File: src/rtl/elevator_pkg.sv
// elevator_pkg: shared types and constants for the SCAN elevator controller.
//   state_t          car state enumeration (IDLE, MOVE, DOOR)
//   floor_width()    index width for a count of items (minimum 1 bit)
//   DEF_*            default parameter values for elevator_scan_ctrl
package elevator_pkg;

  typedef enum logic [1:0] {
    IDLE = 2'd0,
    MOVE = 2'd1,
    DOOR = 2'd2
  } state_t;

  localparam int DEF_FLOORS        = 8;
  localparam int DEF_TRAVEL_CYCLES = 4;
  localparam int DEF_DOOR_CYCLES   = 3;

  // Width needed to hold an index 0..n-1; never narrower than one bit.
  function automatic int floor_width(input int n);
    if (n > 1) begin
      return $clog2(n);
    end else begin
      return 1;
    end
  endfunction

endpackage

File: src/rtl/elevator_timer.sv
// elevator_timer: loadable down-counter with a terminal-count flag.
//   clk       system clock, rising edge
//   reset     asynchronous active-low reset (count returns to 0)
//   load      reload count with load_val (has priority over counting)
//   load_val  reload value; the flag asserts load_val+1 enabled cycles later
//   en        decrement while non-zero
//   done      high while count is zero
module elevator_timer #(
  parameter int W = 2
) (
  input  logic         clk,
  input  logic         reset,
  input  logic         load,
  input  logic [W-1:0] load_val,
  input  logic         en,
  output logic         done
);

  logic [W-1:0] count;

  // Down-counter: load wins, then decrement, saturating at zero.
  always_ff @(posedge clk or negedge reset) begin
    if (!reset) begin
      count <= {W{1'b0}};
    end else if (load) begin
      count <= load_val;
    end else if (en && (count != {W{1'b0}})) begin
      count <= count - {{(W-1){1'b0}}, 1'b1};
    end else begin
      count <= count;
    end
  end

  assign done = (count == {W{1'b0}});

endmodule

File: src/rtl/elevator_scan_ctrl.sv
// elevator_scan_ctrl: multi-floor elevator controller with SCAN ordering.
// Requests are latched into a pending set; the car sweeps in one direction
// serving every pending floor it reaches, and reverses only after a door
// stop (or from IDLE) when nothing is left ahead.
//   clk        system clock, rising edge
//   reset      asynchronous active-low reset
//   floor_req  one bit per floor, OR-ed into pending every edge
//   emerg      (only with ELEV_EMERGENCY_EN) emergency recall to floor 0
//   floor_pos  current floor (binary)
//   pending    outstanding requests
//   dir_up     sweep direction, 1 = up
//   moving     high in MOVE
//   door_open  high in DOOR
//   arrive     one-cycle pulse on DOOR entry
// Optional feature macro: ELEV_EMERGENCY_EN (adds the emerg input).
module elevator_scan_ctrl
  import elevator_pkg::*;
#(
  parameter  int FLOORS        = DEF_FLOORS,
  parameter  int TRAVEL_CYCLES = DEF_TRAVEL_CYCLES,
  parameter  int DOOR_CYCLES   = DEF_DOOR_CYCLES,
  localparam int FW            = floor_width(FLOORS)
) (
  input  logic              clk,
  input  logic              reset,
  input  logic [FLOORS-1:0] floor_req,
`ifdef ELEV_EMERGENCY_EN
  input  logic              emerg,
`endif
  output logic [FW-1:0]     floor_pos,
  output logic [FLOORS-1:0] pending,
  output logic              dir_up,
  output logic              moving,
  output logic              door_open,
  output logic              arrive
);

  localparam int TW = floor_width(TRAVEL_CYCLES);
  localparam int DW = floor_width(DOOR_CYCLES);
  localparam logic [TW-1:0] TRAVEL_LOAD = TW'(TRAVEL_CYCLES - 1);
  localparam logic [DW-1:0] DOOR_LOAD   = DW'(DOOR_CYCLES - 1);
  localparam logic [FLOORS-1:0] ONE_HOT0 = {{(FLOORS-1){1'b0}}, 1'b1};
  localparam logic [FW-1:0] TOP_FLOOR  = FW'(FLOORS - 1);

  state_t            state;
  state_t            state_n;
  logic [FW-1:0]     floor_n;
  logic [FW-1:0]     floor_step;
  logic              dir_n;
  logic [FLOORS-1:0] pending_n;
  logic [FLOORS-1:0] served;
  logic [FLOORS-1:0] above_mask;
  logic [FLOORS-1:0] below_mask;
  logic              req_above;
  logic              req_below;
  logic              req_ahead;
  logic              req_behind;
  logic              here_req;
  logic              at_top;
  logic              at_bottom;
  logic              at_end;
  logic              enter_door;
  logic              trav_load;
  logic              door_load;
  logic              trav_done;
  logic              door_done;
  logic              home_stop;
  logic              exit_to_idle;

`ifdef ELEV_EMERGENCY_EN
  logic              emerg_hold;
  assign home_stop    = emerg_hold && (floor_step == {FW{1'b0}});
  assign exit_to_idle = emerg_hold;
`else
  assign home_stop    = 1'b0;
  assign exit_to_idle = 1'b0;
`endif

  // Floors strictly above / below the car, as bit masks over pending.
  always_comb begin
    above_mask = {FLOORS{1'b0}};
    below_mask = {FLOORS{1'b0}};
    for (int i = 0; i < FLOORS; i++) begin
      above_mask[i] = (FW'(i) > floor_pos);
      below_mask[i] = (FW'(i) < floor_pos);
    end
  end

  assign req_above  = |(pending & above_mask);
  assign req_below  = |(pending & below_mask);
  assign req_ahead  = dir_up ? req_above : req_below;
  assign req_behind = dir_up ? req_below : req_above;
  assign here_req   = pending[floor_pos];
  assign at_top     = (floor_pos == TOP_FLOOR);
  assign at_bottom  = (floor_pos == {FW{1'b0}});
  assign at_end     = dir_up ? at_top : at_bottom;
  assign floor_step = dir_up ? (floor_pos + FW'(1)) : (floor_pos - FW'(1));

  elevator_timer #(.W(TW)) u_travel_timer (
    .clk      (clk),
    .reset    (reset),
    .load     (trav_load),
    .load_val (TRAVEL_LOAD),
    .en       (state == MOVE),
    .done     (trav_done)
  );

  elevator_timer #(.W(DW)) u_door_timer (
    .clk      (clk),
    .reset    (reset),
    .load     (door_load),
    .load_val (DOOR_LOAD),
    .en       (state == DOOR),
    .done     (door_done)
  );

  // Next-state, timer control, and pending-set update.
  always_comb begin
    state_n    = state;
    floor_n    = floor_pos;
    dir_n      = dir_up;
    enter_door = 1'b0;
    trav_load  = 1'b0;
    door_load  = 1'b0;
    case (state)
      IDLE: begin
        // Up is tested before down, so an idle car prefers going up.
        if (here_req) begin
          state_n    = DOOR;
          enter_door = 1'b1;
        end else if (req_above) begin
          state_n   = MOVE;
          dir_n     = 1'b1;
          trav_load = 1'b1;
        end else if (req_below) begin
          state_n   = MOVE;
          dir_n     = 1'b0;
          trav_load = 1'b1;
        end else begin
          state_n = IDLE;
        end
      end
      MOVE: begin
        if (!trav_done) begin
          state_n = MOVE;
        end else if (at_end) begin
          // Unreachable while a request lies ahead; keeps floor_pos in range.
          state_n = IDLE;
        end else begin
          floor_n   = floor_step;
          trav_load = 1'b1;
          if (pending[floor_step] || home_stop) begin
            state_n    = DOOR;
            enter_door = 1'b1;
          end else begin
            state_n = MOVE;
          end
        end
      end
      DOOR: begin
        // A fresh call for this floor is absorbed and reopens the full dwell.
        if (floor_req[floor_pos]) begin
          state_n   = DOOR;
          door_load = 1'b1;
        end else if (!door_done) begin
          state_n = DOOR;
        end else if (exit_to_idle) begin
          state_n = IDLE;
        end else if (req_ahead) begin
          state_n   = MOVE;
          trav_load = 1'b1;
        end else if (req_behind) begin
          state_n   = MOVE;
          dir_n     = ~dir_up;
          trav_load = 1'b1;
        end else begin
          state_n = IDLE;
        end
      end
      default: begin
        state_n = IDLE;
      end
    endcase

`ifdef ELEV_EMERGENCY_EN
    // Emergency recall overrides every normal transition.
    if (emerg) begin
      dir_n      = 1'b0;
      floor_n    = floor_pos;
      enter_door = 1'b0;
      trav_load  = 1'b0;
      door_load  = 1'b0;
      if (state == MOVE) begin
        if (!trav_done) begin
          state_n = MOVE;
        end else if (at_bottom) begin
          state_n    = DOOR;
          enter_door = 1'b1;
        end else begin
          floor_n   = floor_pos - FW'(1);
          trav_load = 1'b1;
          if (floor_pos == FW'(1)) begin
            state_n    = DOOR;
            enter_door = 1'b1;
          end else begin
            state_n = MOVE;
          end
        end
      end else if (at_bottom) begin
        state_n    = DOOR;
        enter_door = (state != DOOR);
        door_load  = 1'b1;
      end else begin
        state_n   = MOVE;
        trav_load = 1'b1;
      end
    end else begin
      state_n = state_n;
    end
`endif

    door_load = door_load | enter_door;
    // The floor the car is (or will be) standing at with the door open.
    if (state_n == DOOR) begin
      served = ONE_HOT0 << floor_n;
    end else begin
      served = {FLOORS{1'b0}};
    end
    pending_n = (pending | floor_req) & ~served;
`ifdef ELEV_EMERGENCY_EN
    if (emerg) begin
      pending_n = {FLOORS{1'b0}};
    end else begin
      pending_n = pending_n;
    end
`endif
  end

  // State register with registered outputs derived from the next state.
  always_ff @(posedge clk or negedge reset) begin
    if (!reset) begin
      state     <= IDLE;
      floor_pos <= {FW{1'b0}};
      pending   <= {FLOORS{1'b0}};
      dir_up    <= 1'b1;
      moving    <= 1'b0;
      door_open <= 1'b0;
      arrive    <= 1'b0;
`ifdef ELEV_EMERGENCY_EN
      emerg_hold <= 1'b0;
`endif
    end else begin
      state     <= state_n;
      floor_pos <= floor_n;
      pending   <= pending_n;
      dir_up    <= dir_n;
      moving    <= (state_n == MOVE);
      door_open <= (state_n == DOOR);
      arrive    <= enter_door;
`ifdef ELEV_EMERGENCY_EN
      // Remember the recall until its final door dwell has finished.
      emerg_hold <= emerg | (emerg_hold & ~((state == DOOR) && (state_n != DOOR)));
`endif
    end
  end

endmodule

File: config.mk
export PLATFORM = sky130hd
export DESIGN_NAME = elevator_scan_ctrl
export DESIGN_NICKNAME = d
export VERILOG_FILES = /design/src/rtl/elevator_pkg.sv /design/src/rtl/elevator_timer.sv /design/src/rtl/elevator_scan_ctrl.sv
export SDC_FILE = /design/constraint.sdc
export NUM_CORES = 1
export LEC_CHECK = 0
export ABC_AREA = 0
export BUFFER_PORTS_ARGS = -buffer_cell sky130_fd_sc_hd__buf_2
export CORE_ASPECT_RATIO = 0.6
export CORE_MARGIN = 2
export CORE_UTILIZATION = 56
export CTS_CLUSTER_DIAMETER = 40
export DETAILED_ROUTE_END_ITERATION = 12
export PLACE_DENSITY = 0.87
export SLEW_MARGIN = 10
export SYNTH_ARGS = -nofsm -noshare
export SYNTH_HDL_FRONTEND = slang
export SYNTH_SLANG_ARGS = --single-unit
File: constraint.sdc
create_clock -name clk -period 3.1 [get_ports clk]
set_input_delay 0.465 -clock clk [delete_from_list [all_inputs] [get_ports clk]]
set_output_delay 0.465 -clock clk [all_outputs]
set_load 0.01 [all_outputs]
==> results of run 1 <==
-- worst reg2reg max path, cell delays in order (launching register included) --
cell	delay, ns
dfrtp_1	0.39
inv_1	0.23
ha_1	0.32
xnor2_1	0.40
mux4_2	0.41
mux2i_4	0.26
o22ai_1	0.17
or2_1	0.26
-- power by group through the flow --
stage	Combinational [µW]	Clock [µW]	Sequential (µW)
after floorplan	676	0	457
after global placement	877	0	448
after detailed placement	903	0	455
after CTS	912	187	449
after global routing	1000	200	463
final	920	183	452
-- cells by family after synthesis --
kind of cell,synth area share (%)
fa+ha+maj,6.64
buf+inv,4.98
flops,34.9
simple gates,18.1
xor+xnor,2.91
mux,9.38
compound gates,23.1
-- cell usage in the layout, fill, tap and decap left out, types with 4 or more instances in the layout --
| master | count |
|---|---|
| a21oi_1 | 21 |
| nor2_1 | 27 |
| buf_2 | 24 |
| nor2b_1 | 5 |
| dfrtp_1 | 20 |
| nand3_1 | 4 |
| nand2b_1 | 4 |
| o21ai_0 | 5 |
| ha_1 | 8 |
| nand2_1 | 7 |
| inv_1 | 9 |
| mux2i_1 | 4 |
-- how the worst max path moves through the flow --
stage	from	to	cells after the start	slack, ns
2_1_floorplan	floor_pos[1]	u_door_timer.count[1]	7	0.78
3_3_place_gp	floor_pos[1]	u_door_timer.count[1]	7	0.70
3_5_place_dp	floor_pos[1]	u_door_timer.count[1]	7	0.61
4_1_cts	floor_pos[1]	u_door_timer.count[1]	7	0.59
5_1_grt	floor_pos[1]	u_door_timer.count[1]	7	0.44
6_report	floor_pos[1]	u_door_timer.count[1]	7	0.55
-- per-stage QoR --
stage | cell area [µm²] | power, µW
after floorplan | 1510 | 1130
after global placement | 1650 | 1330
after detailed placement | 1650 | 1360
after CTS | 1690 | 1550
after global routing | 1690 | 1670
final | 1690 | 1550
-- area by class of cell --
class,instances,area [µm²],share of cell area [%]
Inverter,10,37.5,2.22
Clock inverter,1,7.51,0.443
Tap cell,32,40.0,2.36
Timing Repair Buffer,26,135,7.98
Multi-Input combinational cell,129,906,53.5
Clock buffer,3,41.3,2.44
Sequential cell,21,527,31.1
-- sequential cells by signal (all words and copies together), names as in the netlist --
| name | count |
|---|---|
| arrive | 1 |
| door_open | 1 |
| u_door_timer.count | 2 |
| floor_pos | 3 |
| pending | 8 |
| state | 2 |
| dir_up | 1 |
| u_travel_timer.count | 2 |
| moving | 1 |
-- routing by layer --
layer / vias up / wire (µm)
met5: - / 0
met4: 0 / 29
met3: 4 / 384
met2: 79 / 1650
met1: 650 / 1660
li1: 645 / -
==> flow_metrics.tcl, run 1 <==
set metrics [dict create \
    outcome "completed" \
    grt.met2_usage_pct 38.7 \
    post_drt_via_cell_ratio 6.21 \
    hpwlAfterDp_um 2810 \
    gr-usage-met1_pct 36.4 \
    clk_root_buffer_cell "clkbuf_8" \
    tritoncts_buffers 3 \
    synth.cells.most_frequent "27 x nor2_1, 21 x a21oi_1, 20 x dfrtp_1" \
    netlist.area_leader.share_pct 33.2 \
    gr-max-usage-layer "met2" \
    slowest_delay_ns 0.41 \
    routed_antenna_nets 0 \
    synth_enable_flop_cells 0 \
    timing.critical_path.fanout_max 9 \
    final_nets 209 \
    totalNegativeSetupSlack_ns 0 \
    unrepaired_setup_endpoints_after_global_routing "no" \
    depth_of_the_worst_register_to_register_path 7 \
    final.min_clock_period_ns 2.55 \
    clk_network_pwr_share_pct 11.7 \
    setup_viol_count_final 0 \
    setup.reg_to_reg.worst_slack_ns 0.55 \
    layout.filler_cells 215 \
    synth_seq_cells 21 \
    main_synth_ff_type "dfrtp_1" \
    cts.sink_count 21 \
    cell_count_after_synthesis 167 \
    pwr-share-comb_pct 59.2 \
    synth_cell_types 43 \
    firstDrtPassIters 5 \
    totalWireLength_um 3720 \
    fin_skew_ns 0.00933 \
    timing.hold.worst.class "primary input to asynchronous set/reset pin" \
    layout_worst_path_cycle_share_pct 82.4 \
    grt.met3_usage_pct 6.15 \
    synth.avg_cell_area_um2 9.03 \
    ctsLongestPathBuffers 2 \
    postCtsSetupBuffers 0 \
    worst_setup_hold_path_clk_slew_ns 0.08 \
    cts-htree-levels 1 \
    sequential_share_of_the_synthesized_area_pct 34.9 \
    grt_pass1_vias 1255 \
    design.die.area_mm2 0.00314 \
    worst_slack_ns 0.546 \
    grt_start_max_net_pins 25 \
    maxSlewHeadroom_pct 58.2 \
    global_route.usage.total_pct 25.0 \
    timing.rr.start "floor_pos[1]" \
    max-cap-violations 0 \
    placed_cells 218 \
    clock_latency_at_the_later_pin_of_the_worst_skew_pair_ns 0.26 \
    max_slew.worst_pin.slew_ns 0.628 \
    power.static_leakage_uw 0.000715 \
    power_report.internal_total_uw 821 \
    netlist.top_cell.by_area "dfrtp_1" \
    power_per_cell_area_mw_per_mm2 917 \
    grt_antenna_before_repair 0 \
    area_growth_syn_to_fin_pct 12.4 \
    dp_worst_setup_slack_ns 0.607 \
    max_clock_freq_mhz 392 \
    cpMaxStageDelayCell "mux4_2" \
    critical-path-top-delay-family "multiplexers" \
    cts_repair_resize_count 0 \
    number_of_cell_rows 14 \
    critical_path_class "register to register" \
    cts_tree "built" \
    wire_length_of_the_first_global_routing_pass_um 6000 \
    critPathCaptureType "register" \
    layout.core_utilization_pct 67.2 \
    timing.critical_path.from_type "register" \
    number_of_nets_in_the_synthesized_netlist 185 \
    total_overflow_reported_by_the_global_router 0 \
    mappedNetlistArea_mm2 0.00151 \
    final_layout_size_suffix_gt1_share_pct 24.7 \
    non_filler_instance_count_after_layout 222 \
    crit_required_ns 3.25 \
    routed_wire_length_per_instance_um 16.7 \
    cts_hold_repair.buffers 0 \
    placement.io_buffers 24 \
    holdWs_ns 0.142 \
    detailedRoute.firstIterationViolations 221 \
    synth.area.top_cells "dfrtp_1 33%, a21oi_1 7.0%, nor2_1 6.7%" \
    ys_async_sr_fraction_pct 100 \
    ys_warn_count 0 \
    power.sequential.fraction_pct 29.1 \
    core_region_area_mm2 0.00252 \
    die-height_um 44.2 \
    synth.most_common_cell "nor2_1" \
    residual_drc_count 0 \
    worst_reg2reg_endpoint "u_door_timer.count[1]" \
    worstPathCellList "inv_1 -> ha_1 -> xnor2_1 -> mux4_2 -> mux2i_4 -> o22ai_1 -> or2_1" \
    final_max_slew_viol_count 0 \
    num_antenna_cells 0 \
    critical_path_buf_inv_count 1 \
    pin_count 25 \
    place.gp.congestion 0.929 \
    dr_total_vias 1378 \
    vdd_drop_max_mv 0.508 \
    switching_share_pct 47.2 \
    netSwitchingPower_uw 734 \
    arrival_time_of_data_at_the_critical_path_endpoint_ns 2.71 \
    die_width_um 71.0 \
    starting_density_pct 59.8 \
    finalHoldViolCount 0 \
]
Note: power is estimated with default switching activity, not from simulation.
==> run 2, diff against run 1 <==
--- a/config.mk
+++ b/config.mk
@@ -9,10 +9,10 @@
 export BUFFER_PORTS_ARGS = -buffer_cell sky130_fd_sc_hd__buf_2
 export CORE_ASPECT_RATIO = 0.6
 export CORE_MARGIN = 2
-export CORE_UTILIZATION = 56
+export CORE_UTILIZATION = 50
 export CTS_CLUSTER_DIAMETER = 40
 export DETAILED_ROUTE_END_ITERATION = 12
-export PLACE_DENSITY = 0.87
+export PLACE_DENSITY = 0.83
 export SLEW_MARGIN = 10
 export SYNTH_ARGS = -nofsm -noshare
 export SYNTH_HDL_FRONTEND = slang
==> constraint.sdc (replaced) <==
create_clock -name clk -period 2.3 [get_ports clk]
set_input_delay 0.345 -clock clk [delete_from_list [all_inputs] [get_ports clk]]
set_output_delay 0.345 -clock clk [all_outputs]
set_load 0.01 [all_outputs]
==> run 2 against run 1 <==
Against the previous run:
- clock power rose by 35%
- register-to-register slack got worse by 0.48 ns
- critical path depth unchanged
- first-iteration DRC count is 29% lower
- clock-buffer cell count unchanged
- combinational power is 48% higher
- sequential share of layout area is 1.8 points lower
- maximum frequency up 14%
==> flow_metrics.tcl, run 2 (synthesized netlist as in run 1, its figures left out) <==
set metrics [dict create \
    die-height_um 46.5 \
    wl_met2_um 1700 \
    placed_cells 235 \
    dr_total_vias 1385 \
    power_per_cell_area_mw_per_mm2 1230 \
    worst_reg2reg_endpoint "u_door_timer.count[1]" \
    fin_skew_ns 0.00225 \
    flip_flop_count_of_the_largest_register_after_layout 8 \
    critical_path_class "register to register" \
    layout_worst_path_cycle_share_pct 97.2 \
    area_growth_syn_to_fin_pct 19.1 \
    register_with_the_most_flip_flops "pending" \
    timing.critical_path.fanout_max 4 \
    global_route.usage.total_pct 24.1 \
    firstDrtPassIters 4 \
    post_drt_via_cell_ratio 5.77 \
    grt_start_max_net_pins 22 \
    fin_area_mm2 0.00180 \
    placement.io_buffers 24 \
    vdd_drop_max_mv 0.600 \
    final.min_clock_period_ns 2.23 \
    setup_viol_count_final 0 \
    grt_antenna_before_repair 0 \
    clk_root_buffer_cell "clkbuf_8" \
    top_layer_used "met4" \
    cts.sink_count 21 \
    grt_pass1_vias 1255 \
    met3WireLength_um 404 \
    non_filler_instance_count_after_layout 240 \
    starting_density_pct 52.5 \
    final_layout_size_suffix_gt1_share_pct 29.8 \
    finalHoldViolCount 0 \
    core_region_area_mm2 0.00287 \
    clock_latency_at_the_later_pin_of_the_worst_skew_pair_ns 0.26 \
    setup.reg_to_reg.worst_slack_ns 0.07 \
    critical-path-top-delay-family "multiplexers" \
    arrival_time_of_data_at_the_critical_path_endpoint_ns 2.38 \
    worstPathCellList "inv_2 -> ha_1 -> xnor2_2 -> mux4_2 -> mux2i_4 -> o22ai_2 -> or2_1" \
    timing.rr.start "floor_pos[0]" \
    power.static_leakage_uw 0.000761 \
    critical_path_buf_inv_count 1 \
    detailedRoute.firstIterationViolations 158 \
    max_slew.worst_pin.slew_ns 0.474 \
    worst_setup_hold_path_clk_slew_ns 0.08 \
    cpMaxStageDelayCell "dfrtp_1" \
    maxSlewHeadroom_pct 68.4 \
    max-cap-violations 0 \
    endpoint "u_door_timer.count[1]" \
    final_max_slew_viol_count 0 \
    timing.critical_path.from_type "register" \
    most-common-layout-cells "27 x nor2_1, 24 x buf_2, 21 x a21oi_1" \
    multi_input_comb_area_um2 937 \
    layout.area.seq_um2 527 \
    max_clock_freq_mhz 448 \
    place.gp.congestion 0.970 \
    totalWireLength_um 3820 \
    layout.filler_cells 239 \
    die_width_um 74.9 \
    cts_hold_repair.buffers 0 \
    final_nets 217 \
    num_antenna_cells 0 \
    worstSetupStartpoint "floor_pos[0]" \
    cts-htree-levels 1 \
    hpwlAfterDp_um 2930 \
    unrepaired_setup_endpoints_after_global_routing "no" \
    met1Wirelength_um 1650 \
    wire_length_of_the_first_global_routing_pass_um 6140 \
    number_of_cell_rows 15 \
    design.die.area_mm2 0.00349 \
    placedInstanceArea_mm2 0.00172 \
    routed_wire_length_per_instance_um 15.9 \
    slowest_delay_ns 0.40 \
    pin_count 25 \
    depth_of_the_worst_register_to_register_path 7 \
    timing.critical_path.depth 7 \
    ctsLongestPathBuffers 2 \
    routed_antenna_nets 0 \
    layout_top_registers "pending (8), floor_pos (3)" \
    tritoncts_buffers 3 \
    outcome "completed" \
    crit_required_ns 2.45 \
    total_overflow_reported_by_the_global_router 0 \
    residual_drc_count 0 \
    timing.hold.worst.class "primary input to asynchronous set/reset pin" \
    mostFrequentLayoutCell "nor2_1" \
    cts_tree "built" \
    critPathCaptureType "register" \
]
[run 2: layout make-up]
cell class              instances  share of cell area (%)
repair buffers                 34                    10.9
clock buffers                   3                    2.30
clock inverters                 1                   0.279
inverters                      10                    2.09
multi-input cells             129                    52.2
flip-flops and latches         21                    29.3
well taps                      42                    2.93
[run 2: metal layers]
| layer | GRT usage, % | vias to the layer above |
|---|---|---|
| li1 | - | 657 |
| met2 | 37.0 | 75 |
| met4 | 6.07 | 0 |
| met3 | 6.56 | 12 |
| met5 | 0 | - |
| met1 | 33.8 | 641 |
[run 2: how the worst min path moves through the flow]
stage / start / end / slack (ns) / depth (start not counted)
after floorplan: reset / arrive / 0.05 / 0
after global placement: reset / moving / 0.32 / 1
after detailed placement: reset / moving / 0.33 / 1
after CTS: reset / pending[2] / 0.04 / 1
after global routing: reset / arrive / 0.06 / 1
final: reset / moving / 0.03 / 1
[run 2: timing repair]
action / in CTS / in global routing
endpoints found under the setup margin: 1 / 4
resized for setup: 1 / 3
pin swaps: 0 / 1
buffers inserted: 0 / 1
[run 2: through the flow]
stage	worst slack, ns	hold WS, ns	util [%]	power [µW]	TNS, ns
after floorplan	0.0513	0.0494	-	1540	0
after global placement	0.120	0.319	59.8	1840	0
after detailed placement	-0.0276	0.331	59.8	1880	-0.0276
after CTS	0.0306	0.0436	61.6	2140	0
after global routing	0.0119	0.0585	62.5	2350	0
final	0.0654	0.0277	62.5	2200	0
[run 2: power breakdown]
group	internal, µW	total (µW)	switching, µW	leakage, µW
Combinational	576	1360	786	0.000506
Sequential	487	593	107	0.000230
Clock	121	247	126	0.0000255
==> run 3, diff against run 2 <==
--- a/config.mk
+++ b/config.mk
@@ -12,7 +12,8 @@
 export CORE_UTILIZATION = 50
 export CTS_CLUSTER_DIAMETER = 40
 export DETAILED_ROUTE_END_ITERATION = 12
-export PLACE_DENSITY = 0.83
+export PLACE_DENSITY_LB_ADDON = 0.12
+export SKIP_LAST_GASP = 1
 export SLEW_MARGIN = 10
 export SYNTH_ARGS = -nofsm -noshare
 export SYNTH_HDL_FRONTEND = slang
==> run 3 against run 2 <==
Against the previous run:
- power grew 2.0%
- clock-buffer cell count stayed put
- sequential share of layout area increased by 0.057 points
- setup slack improved by 0.035 ns
- highest routed layer unchanged
- sequential power grew 5.2%
- clock power is 4% higher
- critical endpoint unchanged
- critical path type unchanged
==> flow_metrics.tcl, run 3 (synthesized netlist as in run 1, its figures left out) <==
set metrics [dict create \
    outcome "completed" \
    fin_skew_ns 0.00197 \
    hpwlAfterDp_um 3220 \
    clock_latency_at_the_later_pin_of_the_worst_skew_pair_ns 0.26 \
    holdWs_ns 0.0339 \
    die-height_um 46.5 \
    critical_path_class "register to register" \
    register_with_the_most_flip_flops "pending" \
    pin_count 25 \
    timing.critical_path.fanout_max 5 \
    number_of_cell_rows 15 \
    final_max_slew_viol_count 0 \
    routed_wire_length_per_instance_um 17.6 \
    wire_length_of_the_first_global_routing_pass_um 6810 \
    maxSlewHeadroom_pct 66.7 \
    placement.io_buffers 24 \
    timing.hold.worst.class "primary input to asynchronous set/reset pin" \
    grt_antenna_before_repair 0 \
    residual_drc_count 0 \
    placedInstanceArea_mm2 0.00172 \
    timing.critical_path.from_type "register" \
    post_drt_via_cell_ratio 5.82 \
    dr_total_vias 1403 \
    die_width_um 74.9 \
    place.gp.congestion 0.918 \
    detailedRoute.firstIterationViolations 196 \
    layout.core_utilization_pct 62.7 \
    design.die.area_mm2 0.00349 \
    most-common-layout-cells "27 x nor2_1, 24 x buf_2, 21 x a21oi_1" \
    crit_required_ns 2.45 \
    max_clock_freq_mhz 455 \
    num_antenna_cells 0 \
    layout_worst_path_cycle_share_pct 95.6 \
    fin_area_mm2 0.00180 \
    total_overflow_reported_by_the_global_router 0 \
    area_growth_syn_to_fin_pct 19.4 \
    tritoncts_buffers 3 \
    grt_start_max_net_pins 22 \
    max_slew.worst_pin.slew_ns 0.500 \
    mostFrequentLayoutCell "nor2_1" \
    arrival_time_of_data_at_the_critical_path_endpoint_ns 2.35 \
    critPathCaptureType "register" \
    core_region_area_mm2 0.00287 \
    layout_top_registers "pending (8), floor_pos (3)" \
    final.min_clock_period_ns 2.20 \
    cts.sink_count 21 \
    vdd_drop_max_mv 0.508 \
    clk_root_buffer_cell "clkbuf_8" \
    worst_setup_hold_path_clk_slew_ns 0.08 \
    cts-htree-levels 1 \
    slowest_delay_ns 0.42 \
    cpMaxStageDelayCell "dfrtp_2" \
    setup_viol_count_final 0 \
    final_layout_size_suffix_gt1_share_pct 30.2 \
    power_per_cell_area_mw_per_mm2 1250 \
    worst_slack_ns 0.100 \
    flip_flop_count_of_the_largest_register_after_layout 8 \
    routed_antenna_nets 0 \
    ctsLongestPathBuffers 2 \
    starting_density_pct 52.5 \
    dp_worst_setup_slack_ns 0.0418 \
    totalNegativeSetupSlack_ns 0 \
    global_route.usage.total_pct 27.6 \
    firstDrtPassIters 4 \
    grt_pass1_vias 1300 \
    layout.filler_cells 252 \
    finalHoldViolCount 0 \
    totalWireLength_um 4240 \
    max-cap-violations 0 \
    unrepaired_setup_endpoints_after_global_routing "no" \
    power.static_leakage_uw 0.000760 \
    worstPathCellList "inv_2 -> ha_1 -> xnor2_2 -> mux4_2 -> mux2i_4 -> o22ai_1 -> or2_1" \
    final_nets 218 \
    cts_tree "built" \
]
[run 3: cell count changes in the layout (fill, tap and decap cells not counted)]
cell,change
dfrtp_1,-2
dfrtp_2,+2
buf_6,+1
clkinv_2,-1
clkinvlp_4,+1
nor3_1,+1
nor3_2,-1
o22ai_1,+1
o22ai_2,-1
[run 3: metrics by stage]
stage,std cells,power [µW]
5_1_grt,241,2400
4_1_cts,239,2170
6_report,241,2250
3_5_place_dp,235,1910
3_3_place_gp,235,1870
2_1_floorplan,167,1540
[run 3: critical path: cells and delay by family, from the launching register on]
family | cells | cell delay [ns]
muxes | 2 | 0.60
DFF | 1 | 0.42
adders and majority gates | 1 | 0.34
and+or+nand+nor | 1 | 0.26
xor gates and xnor gates | 1 | 0.23
AOI/OAI and AO/OA | 1 | 0.17
buffers and inverters | 1 | 0.06
[run 3: worst paths after layout]
check | from | slack (ns) | endpoint | depth (start not counted)
setup / recovery | floor_pos[0] | 0.10 | u_door_timer.count[1] | 7
hold reg to reg | u_door_timer.count[0] | 0.53 | u_door_timer.count[0] | 2
setup reg to reg | floor_pos[0] | 0.10 | u_door_timer.count[1] | 7
max in group asynchronous | reset | 1.90 | floor_pos[2] | 1
min in group clk | floor_req[5] | 0.34 | pending[5] | 3
hold / removal | reset | 0.03 | pending[2] | 1
[run 3: repair_timing]
item	4_1_cts	5_1_grt
setup buffers	0	2
hold buffers	0	0
gates resized for setup	0	5
endpoints found under the setup margin	0	11
hold endpoints to repair	0	0
[run 3: layout make-up]
type	instances	area [µm²]	area share [%]
tap	42	52.6	2.92
timing repair buffer	35	206	11.5
inverter	10	37.5	2.08
sequential	21	529	29.4
multi-input combinational	129	926	51.4
clock inverter	1	7.51	0.417
clock buffer	3	41.3	2.29
[run 3: report_power, final]
group	leakage (µW)	internal, µW	total, µW	switching (µW)
logic	0.000511	582	1370	785
registers	0.000227	489	624	136
clock network	0.0000217	123	256	133
[run 3: per-layer routing]
metal  routed length [µm]  part of all wire (%)  up-vias  global-route usage, %
li1                     -                     -      663                      -
met1                 1950                    46      665                   41.3
met2                 1880                    44       71                   40.5
met3                  385                   9.1        4                   7.22
met4                   30                  0.71        0                   4.29
met5                    0                     0        -                      0
